<file path="src/rtl/cnn_pkg.sv">
// Shared CNN datapath definitions: FSM encoding, default widths and tap-index helpers.
package cnn_pkg;

    localparam int unsigned ADDR_WIDTH_DEF = 32;
    localparam int unsigned WIDTH_DEF      = 16;
    localparam int unsigned K_DEF          = 5;

    typedef enum logic [1:0] {
        StIdle  = 2'd0,
        StScan  = 2'd1,
        StDrain = 2'd2
    } fsm_state_e;

    // Tap i of a KxK window sits at row ky(i), column kx(i) (row-major).
    function automatic int unsigned ky(input int unsigned i, input int unsigned k);
        return i / k;
    endfunction

    function automatic int unsigned kx(input int unsigned i, input int unsigned k);
        return i % k;
    endfunction

endpackage

</file>
<file path="src/rtl/conv_win_addr_calc.sv">
// Combinational window address generator: one buffer address per KxK tap.
module conv_win_addr_calc
    import cnn_pkg::*;
#(
    parameter int unsigned IMG_W        = 32,
    parameter int unsigned K            = K_DEF,
    parameter int unsigned ADDR_WIDTH   = ADDR_WIDTH_DEF,
    parameter int unsigned OUT_PORT_NUM = K * K
) (
    input  logic [ADDR_WIDTH-1:0]              i_base,
    input  logic [15:0]                        i_row,
    input  logic [15:0]                        i_col,
    output logic [OUT_PORT_NUM*ADDR_WIDTH-1:0] o_addr
);

    for (genvar gi = 0; gi < OUT_PORT_NUM; gi++) begin : g_tap
        localparam int unsigned TapY = ky(gi, K);
        localparam int unsigned TapX = kx(gi, K);

        logic [ADDR_WIDTH-1:0] w_row_off;
        logic [ADDR_WIDTH-1:0] w_col_off;

        // Arithmetic wraps at 2^ADDR_WIDTH by construction.
        assign w_row_off = (ADDR_WIDTH'(i_row) + ADDR_WIDTH'(TapY)) * ADDR_WIDTH'(IMG_W);
        assign w_col_off = ADDR_WIDTH'(i_col) + ADDR_WIDTH'(TapX);
        assign o_addr[gi*ADDR_WIDTH +: ADDR_WIDTH] = i_base + w_row_off + w_col_off;
    end

endmodule

</file>
<file path="src/rtl/conv_window_fetch.sv">
// Raster scan of a KxK valid-conv window over a feature map; fetches all taps from a
// multi-port buffer in one cycle and presents the registered window on valid/ready.
module conv_window_fetch
    import cnn_pkg::*;
#(
    parameter int unsigned IMG_W        = 32,
    parameter int unsigned IMG_H        = 32,
    parameter int unsigned K            = K_DEF,
    parameter int unsigned WIDTH        = WIDTH_DEF,
    parameter int unsigned ADDR_WIDTH   = ADDR_WIDTH_DEF,
    parameter int unsigned OUT_PORT_NUM = K * K
) (
    input  logic                               clk,
    input  logic                               rst_n,
    input  logic                               i_start,
    input  logic [ADDR_WIDTH-1:0]              i_base_addr,
    output logic                               o_busy,
    output logic                               o_done,
    output logic [OUT_PORT_NUM*ADDR_WIDTH-1:0] o_rd_addr_NP,
    input  logic [OUT_PORT_NUM*WIDTH-1:0]      i_rd_data_NP,
    output logic [OUT_PORT_NUM*WIDTH-1:0]      o_win_data,
    output logic                               o_win_valid,
    input  logic                               i_win_ready,
    output logic [15:0]                        o_win_row,
    output logic [15:0]                        o_win_col
);

    localparam int unsigned OUT_W = IMG_W - K + 1;
    localparam int unsigned OUT_H = IMG_H - K + 1;
    localparam logic [15:0] LastCol = 16'(OUT_W - 1);
    localparam logic [15:0] LastRow = 16'(OUT_H - 1);

    fsm_state_e                      r_state;
    logic [ADDR_WIDTH-1:0]           r_base;
    logic [15:0]                     r_row;
    logic [15:0]                     r_col;
    logic [OUT_PORT_NUM*WIDTH-1:0]   r_win_data;
    logic                            r_win_valid;
    logic [15:0]                     r_win_row;
    logic [15:0]                     r_win_col;
    logic                            r_done;
    logic                            w_capture;

    conv_win_addr_calc #(
        .IMG_W        (IMG_W),
        .K            (K),
        .ADDR_WIDTH   (ADDR_WIDTH),
        .OUT_PORT_NUM (OUT_PORT_NUM)
    ) u_addr_calc (
        .i_base (r_base),
        .i_row  (r_row),
        .i_col  (r_col),
        .o_addr (o_rd_addr_NP)
    );

    // Output slot is free when empty or being drained this cycle.
    assign w_capture = !r_win_valid || i_win_ready;

    always_ff @(posedge clk or negedge rst_n) begin
        if (!rst_n) begin
            r_state     <= StIdle;
            r_base      <= '0;
            r_row       <= '0;
            r_col       <= '0;
            r_win_data  <= '0;
            r_win_valid <= 1'b0;
            r_win_row   <= '0;
            r_win_col   <= '0;
            r_done      <= 1'b0;
        end else begin
            r_done <= 1'b0;
            unique case (r_state)
                StIdle: begin
                    if (i_start) begin
                        r_base  <= i_base_addr;
                        r_row   <= '0;
                        r_col   <= '0;
                        r_state <= StScan;
                    end
                end
                StScan: begin
                    if (w_capture) begin
                        r_win_data  <= i_rd_data_NP;
                        r_win_row   <= r_row;
                        r_win_col   <= r_col;
                        r_win_valid <= 1'b1;
                        if (r_col == LastCol) begin
                            r_col <= '0;
                            r_row <= r_row + 16'd1;
                            if (r_row == LastRow) begin
                                r_state <= StDrain;
                            end
                        end else begin
                            r_col <= r_col + 16'd1;
                        end
                    end
                end
                StDrain: begin
                    if (r_win_valid && i_win_ready) begin
                        r_win_valid <= 1'b0;
                        r_done      <= 1'b1;
                        r_state     <= StIdle;
                    end
                end
                default: r_state <= StIdle;
            endcase
        end
    end

    assign o_busy      = (r_state != StIdle);
    assign o_done      = r_done;
    assign o_win_data  = r_win_data;
    assign o_win_valid = r_win_valid;
    assign o_win_row   = r_win_row;
    assign o_win_col   = r_win_col;

endmodule

</file>
<file path="config.mk">
export PLATFORM = sky130hd
export DESIGN_NAME = conv_window_fetch
export DESIGN_NICKNAME = d
export VERILOG_FILES = /design/src/rtl/cnn_pkg.sv /design/src/rtl/conv_win_addr_calc.sv /design/src/rtl/conv_window_fetch.sv
export SDC_FILE = /design/constraint.sdc
export NUM_CORES = 2
export LEC_CHECK = 0
export ABC_AREA = 0
export BUFFER_PORTS_ARGS = -buffer_cell sky130_fd_sc_hd__buf_2
export CAP_MARGIN = 20
export CORE_AREA = 3 3 641 643
export DETAILED_ROUTE_END_ITERATION = 12
export DIE_AREA = 0 0 644 646
export MAX_ROUTING_LAYER = met4
export PLACE_DENSITY = 0.38
export SLEW_MARGIN = 30
export SYNTH_ARGS = -nofsm -noshare
export SYNTH_HDL_FRONTEND = slang
export SYNTH_SLANG_ARGS = --single-unit
</file>
<file path="constraint.sdc">
create_clock -name clk -period 7.9 [get_ports clk]
set_clock_uncertainty 0.05 [all_clocks]
set_input_delay 0.395 -clock clk [delete_from_list [all_inputs] [get_ports clk]]
set_output_delay 0.395 -clock clk [all_outputs]
set_load 0.01 [all_outputs]
</file>
# [Word-level counts from Yosys, hierarchy flattened]
# Index checks and enable logic that the tools add are counted.
[totals] regBits=500 in_bits=436 out_inout_bits=1235
[op_classes] addsub=40 n_eq_ne=9 muxes=18 n_reduce_logical=13
[op_table] cell="$add 32x32->32" count=21
[op_table] cell="$add 32x16->32" count=5
[op_table] cell="$add 32x17->32" count=3
[op_table] cell="$mux 16" count=5
[op_table] cell="$add 16x2->17 const B" count=4
[op_table] cell="$pmux 16 s2" count=2
[op_table] cell="$add 16x1->17 const B" count=2
[op_table] cell="$add 16x3->17 const B" count=2
[op_table] cell="$add 16x1->16 const B" count=2
[op_table] cell="$add 32x21->32" count=1
[op_table] cell="$eq 16x5->1 const B" count=2
[op_table] cell="$mux 2" count=5
[op_table] cell="$ne 2x2->1 const B" count=5
[op_table] cell="$pmux 2 s3" count=1
[op_table] cell="$reduce_and 3->1" count=2
[op_table] cell="$reduce_bool 2->1" count=3
[op_table] cell="$reduce_and 5->1" count=1
[op_table] cell="$mux 1" count=4
[op_table] cell="$reduce_and 2->1" count=2
[op_table] cell="$reduce_and 4->1" count=1
[op_table] cell="$eq 2x1->1 const B" count=1
[op_table] cell="$eq 2x2->1 const B" count=1
[op_table] cell="$logic_not 2->1" count=1
[op_table] cell="$pmux 1 s2" count=1
[op_table] cell="other kinds (3)" count=3

# [Depth between registers and ports, before layout]
[depth] depth_word=5 mapped_depth=22

# [By module]
# From an unflattened synthesis, not the netlist that was laid out.
[unflattened] hier_cells=5140 hier_area_um2=45987.9
[by_module_without_submodules] mod="conv_win_addr_calc" n_inst=1 cells_per_inst=3875 area_each_um2=26864.5
[by_module_without_submodules] mod="conv_window_fetch" n_inst=1 cells_per_inst=1265 area_each_um2=19123.3

# [Worst setup path after synthesis]
# OpenSTA, ideal clock, no wires.
[synth_path] kind="reg2out" from="register r_row[2]" to="output port o_rd_addr_NP[191]" t_arrival_ns=5.356 required_ns=7.455 path_slack_ns=2.099 stages_incl_launch_ff=22 cell_sequence="dfrtp_1 ha_1 and3_1 and3_1 and3_1 and3_1 and3_1 nand2_1 xnor2_1 ha_1 nand4_1 nor3_2 nand3_2 nand3_1 xor2_2 or3b_1 clkbuf_1 or4_1 buf_2 or4_4 nor2_2 xnor2_1"
[synth_between] elab_chain_cells=3
[synth_rtl] element="start, declared" line_no="conv_window_fetch.sv:35" source="logic [15:0] r_row;"
[synth_rtl] element="start signal, assigned" line_no="conv_window_fetch.sv:89" source="r_row <= r_row + 16'd1;"
[synth_rtl] element="$add 16x1->17" line_no="conv_win_addr_calc.sv:24" source="assign w_row_off = (ADDR_WIDTH'(i_row) + ADDR_WIDTH'(TapY)) * ADDR_WIDTH'(IMG_W);"
[synth_rtl] element="$add 32x32->32" line_no="conv_win_addr_calc.sv:26" source="assign o_addr[gi*ADDR_WIDTH +: ADDR_WIDTH] = i_base + w_row_off + w_col_off;"
[synth_rtl] element="$add 32x16->32" line_no="conv_win_addr_calc.sv:26"
[synth_rtl] element="end, declared" line_no="conv_window_fetch.sv:19" source="output logic [OUT_PORT_NUM*ADDR_WIDTH-1:0] o_rd_addr_NP,"
# No other way between the ends.

# [Worst setup path after layout]
[layout_path] from="register r_row[3]" to="output port o_rd_addr_NP[413]"
[layout_between] elab_chain_cells=3
[layout_rtl] element="$add 16x2->17" line_no="conv_win_addr_calc.sv:24"
[layout_rtl] element="$add 32x32->32 (2 in series)" line_no="conv_win_addr_calc.sv:26"
# No other way between the ends.

==> impl_metrics.py <==
metrics = {
    "outcome": {
        "status": "finished, final reports clean",
    },
    "die": {
        "row_count": 234,
        "start_util_pct": 11.2,
        "ios": 1671,
        "core_um2": 406000,
        "die_w_um": 644,
        "die_h_um": 646,
        "die-area_um2": 416000,
    },
    "layout": {
        "regArea_um2": 12500,
        "final-instance-count-excl-fill": 12700,
        "drive_gt1_share_pct": 36.6,
        "fin_util_pct": 16.8,
        "multi_input_area_um2": 31400,
        "fill_cells": 46200,
        "final_area_um2": 68200,
        "area_growth_syn_to_layout_pct": 50.6,
        "fin_nets": 7959,
    },
    "clock_tree": {
        "cts_tree": "built",
        "post_cts_buffers": 0,
        "cts.sinks": 500,
        "clk_pin_slew_worst_paths_ns": 0.06,
        "insertion_delay_ns": 0.68,
        "clockBufferDepth": 3,
        "htreeDepth": 3,
        "root_buffer": "clkbuf_16",
        "cts_made_buffers": 68,
    },
    "timing": {
        "hold_viol": 0,
        "grt_setup_unrepaired": "false",
        "setup-tns-final_ns": 0,
        "period_needed_ns": 7.44,
        "tightest_slew_ns": 1.03,
        "whs_ns": 0.186,
        "clock.fmax_ghz": 0.134,
        "setup_ws_ns": 0.461,
        "finalSetupViolations": 0,
        "period_share_pct": 94.2,
        "drv_slew": 0,
        "relSlewSlack_pct": 31.1,
    },
    "synthesis": {
        "synth_nets": 5842,
        "ys_seq_area_share_pct": 27.6,
        "synthCells": 5010,
        "synth_cell_types": 94,
        "syn-cell-area_um2": 45300,
        "synthFlopType": "dfrtp_1",
        "synth-async-reset-ratio_pct": 100,
        "synth_edf_count": 0,
        "ys_warn_count": 0,
        "syn_avg_cell_area_um2": 9.04,
        "ys_seq_elements": 500,
    },
    "placement": {
        "hpwl_um": 332000,
        "dpl_cell_area_um2": 61300,
        "dp_cells": 12100,
        "gp_congestion": 1.03,
        "post-place-ws_ns": 0.896,
        "portBuffers": 1670,
    },
    "worst_setup_path": {
        "critPathArrivalTime_ns": 6.99,
        "rrSetupSlack_ns": 3.93,
        "cpPeakStageDelay_ns": 0.74,
        "crit_fanout": 12,
        "r2r_start": "r_col[2]",
        "reg2reg_to": "r_col[14]",
        "worst-setup-path-type": "register to output pin",
        "critPathMostFrequentCell": "and3_1",
        "end_kind": "output pin",
        "slowest_stage": "or4_1",
        "crit_chain": "ha_1 -> and3_1 -> and3_1 -> and3_1 -> and3_1 -> nand2_1 -> xnor2_1 -> ha_1 -> a21o_1 -> a31oi_1 -> nand2_1 -> o21ai_0 -> xnor2_1 -> buf_4 -> nand3_1 -> nand4b_1 -> or4_1 -> nor2_1 -> xnor2_1 -> buf_2",
        "r2r_cells": 10,
        "cp.required_ns": 7.46,
        "cp-start-kind": "register",
    },
    "power": {
        "seqPwrFrac_pct": 13.4,
        "comb_power_share_pct": 76.6,
        "p_sw_mw": 20.2,
        "swShare_pct": 58.2,
        "power.internal_mw": 14.5,
        "power_leakage_nw": 30.4,
        "powerDensity_nw_per_um2": 509,
        "power.share.clock_pct": 10.0,
        "p_total_mw": 34.7,
        "irDropWorstVdd_uv": 390,
    },
    "route": {
        "drt-initial-drc-count": 2439,
        "wl_per_cell_um": 30.0,
        "first_pass_iters": 5,
        "drc": 0,
        "finalWirelength_um": 380000,
        "vias": 47800,
        "via_per_inst": 3.77,
        "ant_nets": 0,
    },
    "global_routing": {
        "grt_pass1_wl_um": 486000,
        "antenna_found_initial": 108,
        "overflow": 0,
        "grt_pass1_vias": 48500,
        "grt_max_degree": 125,
        "grt_usage_pct": 18.0,
    },
    "job": {
        "cap_violations": 0,
    },
    "worst_hold_path": {
        "hold_path.class": "input pin to asynchronous set/reset pin",
    },
}
[worst max-delay path by stage]
stage | start | to | slack (ns) | cells after the start
global placement | r_row[3] | o_rd_addr_NP[541] | 0.27 | 21
floorplan | r_row[2] | o_rd_addr_NP[191] | 2.10 | 21
global route | r_row[3] | o_rd_addr_NP[380] | 0.03 | 19
finish | r_row[3] | o_rd_addr_NP[413] | 0.46 | 20
detailed placement | r_row[3] | o_rd_addr_NP[380] | 0.90 | 19
CTS | r_row[3] | o_rd_addr_NP[380] | 0.09 | 19
[critical path, delay by kind of cell (launching register included)]
| kind | cells | cell delay (ns) |
|---|---|---|
| flip-flops | 1 | 0.51 |
| adder cells (fa/ha/maj) | 2 | 0.69 |
| AO/OA/AOI/OAI | 3 | 0.59 |
| buffers and inverters | 2 | 0.47 |
| XOR/XNOR | 3 | 0.58 |
| AND/OR/NAND/NOR | 10 | 3.46 |
[synth_stat cells, types with 14 or more instances]
library cell	n	area [um^2]
buf_4	124	931
inv_1	92	345
o211ai_1	31	233
a21o_1	111	833
or2_2	39	244
nor2_1	417	1570
nand3b_1	14	105
o21a_1	76	571
xor2_1	288	2520
nor3_1	118	591
nand4_1	36	225
xnor2_1	529	4630
o21bai_1	28	210
nand2_1	353	1330
nand2b_1	72	450
clkbuf_1	151	567
a211oi_1	34	255
nand3_1	125	626
o21ai_1	16	80.1
or3_1	33	206
a21boi_0	16	120
ha_1	388	4850
mux2_2	458	5160
dfrtp_1	500	12500
o21ai_0	190	951
nor4_1	25	156
a21oi_1	293	1470
and3_1	43	269
and2_1	39	244
nor2b_1	75	469
o31ai_1	23	173
a31oi_1	41	257
[cells in the final DEF, fill, tap and decap left out, drive strengths merged, types with 25 or more instances in the layout]
cell         instances
buf               1903
xnor2              530
dfrtp              500
mux2               458
dlygate4sd3        435
nor2               420
ha                 388
nand2              353
a21oi              294
xor2               289
o21ai              206
nand3              126
nor3               121
a21o               111
inv                 97
clkbuf              88
o21a                76
nor2b               75
diode               72
nand2b              72
and3                43
a31oi               42
or2                 40
and2                40
nand4               36
a211oi              35
or3                 33
o211ai              32
o21bai              28
nor4                25
[layout make-up]
cell class | instances | share of cell area (%)
flip-flops and latches | 500 | 18.3
clock buffers | 88 | 2.78
clock inverters | 34 | 0.724
multi-input cells | 4125 | 46.1
well taps | 5428 | 9.95
diodes | 72 | 0.264
repair buffers | 2338 | 21.3
inverters | 94 | 0.517
[metal layers]
layer | wire length, um | share of wire (%) | vias up | global-route usage (%)
li1 | - | - | 22000 | -
met1 | 134000 | 35 | 23700 | 17.7
met2 | 196000 | 52 | 1644 | 32.5
met3 | 24600 | 6.5 | 429 | 4.50
met4 | 25500 | 6.7 | 0 | 9.68
met5 | 0 | 0 | - | -
[registers in the layout (all words and copies together), names as in the netlist]
| name | flops |
|---|---|
| r_col | 16 |
| o_win_data | 400 |
| o_done | 1 |
| r_base | 32 |
| o_win_row | 16 |
| o_win_valid | 1 |
| o_win_col | 16 |
| r_row | 16 |
| r_state | 2 |
[power by group through the flow]
| stage | logic (mW) | registers (mW) | clock network [mW] |
|---|---|---|---|
| final | 26.6 | 4.65 | 3.47 |
| after detailed placement | 27.1 | 4.67 | 0 |
| after floorplan | 12.6 | 4.90 | 0 |
| after global placement | 27.1 | 4.65 | 0 |
| after CTS | 27.4 | 4.65 | 3.66 |
| after global routing | 28.2 | 4.81 | 3.72 |
[repair_timing]
action,4_1_cts,5_1_grt
endpoints found under the setup margin,0,25
gates resized for setup,0,7
endpoints found under the hold margin,488,0
hold buffers,435,0
[cell families (layout without fill, tap and decap cells)]
logic type                 after synthesis  after routing  share of synthesized area (%)
and+or+nand+nor                       1446           1446                           15.3
AOI/OAI and AO/OA                     1005           1005                           14.5
xor gates and xnor gates               819            819                           15.9
DFF                                    500            500                           27.6
muxes                                  459            459                           11.4
adders and majority gates              396            396                           11.1
buffers and inverters                  385           2554                           4.23
other                                    0             72                              0
No activity file was read; power rests on OpenSTA's default activity.
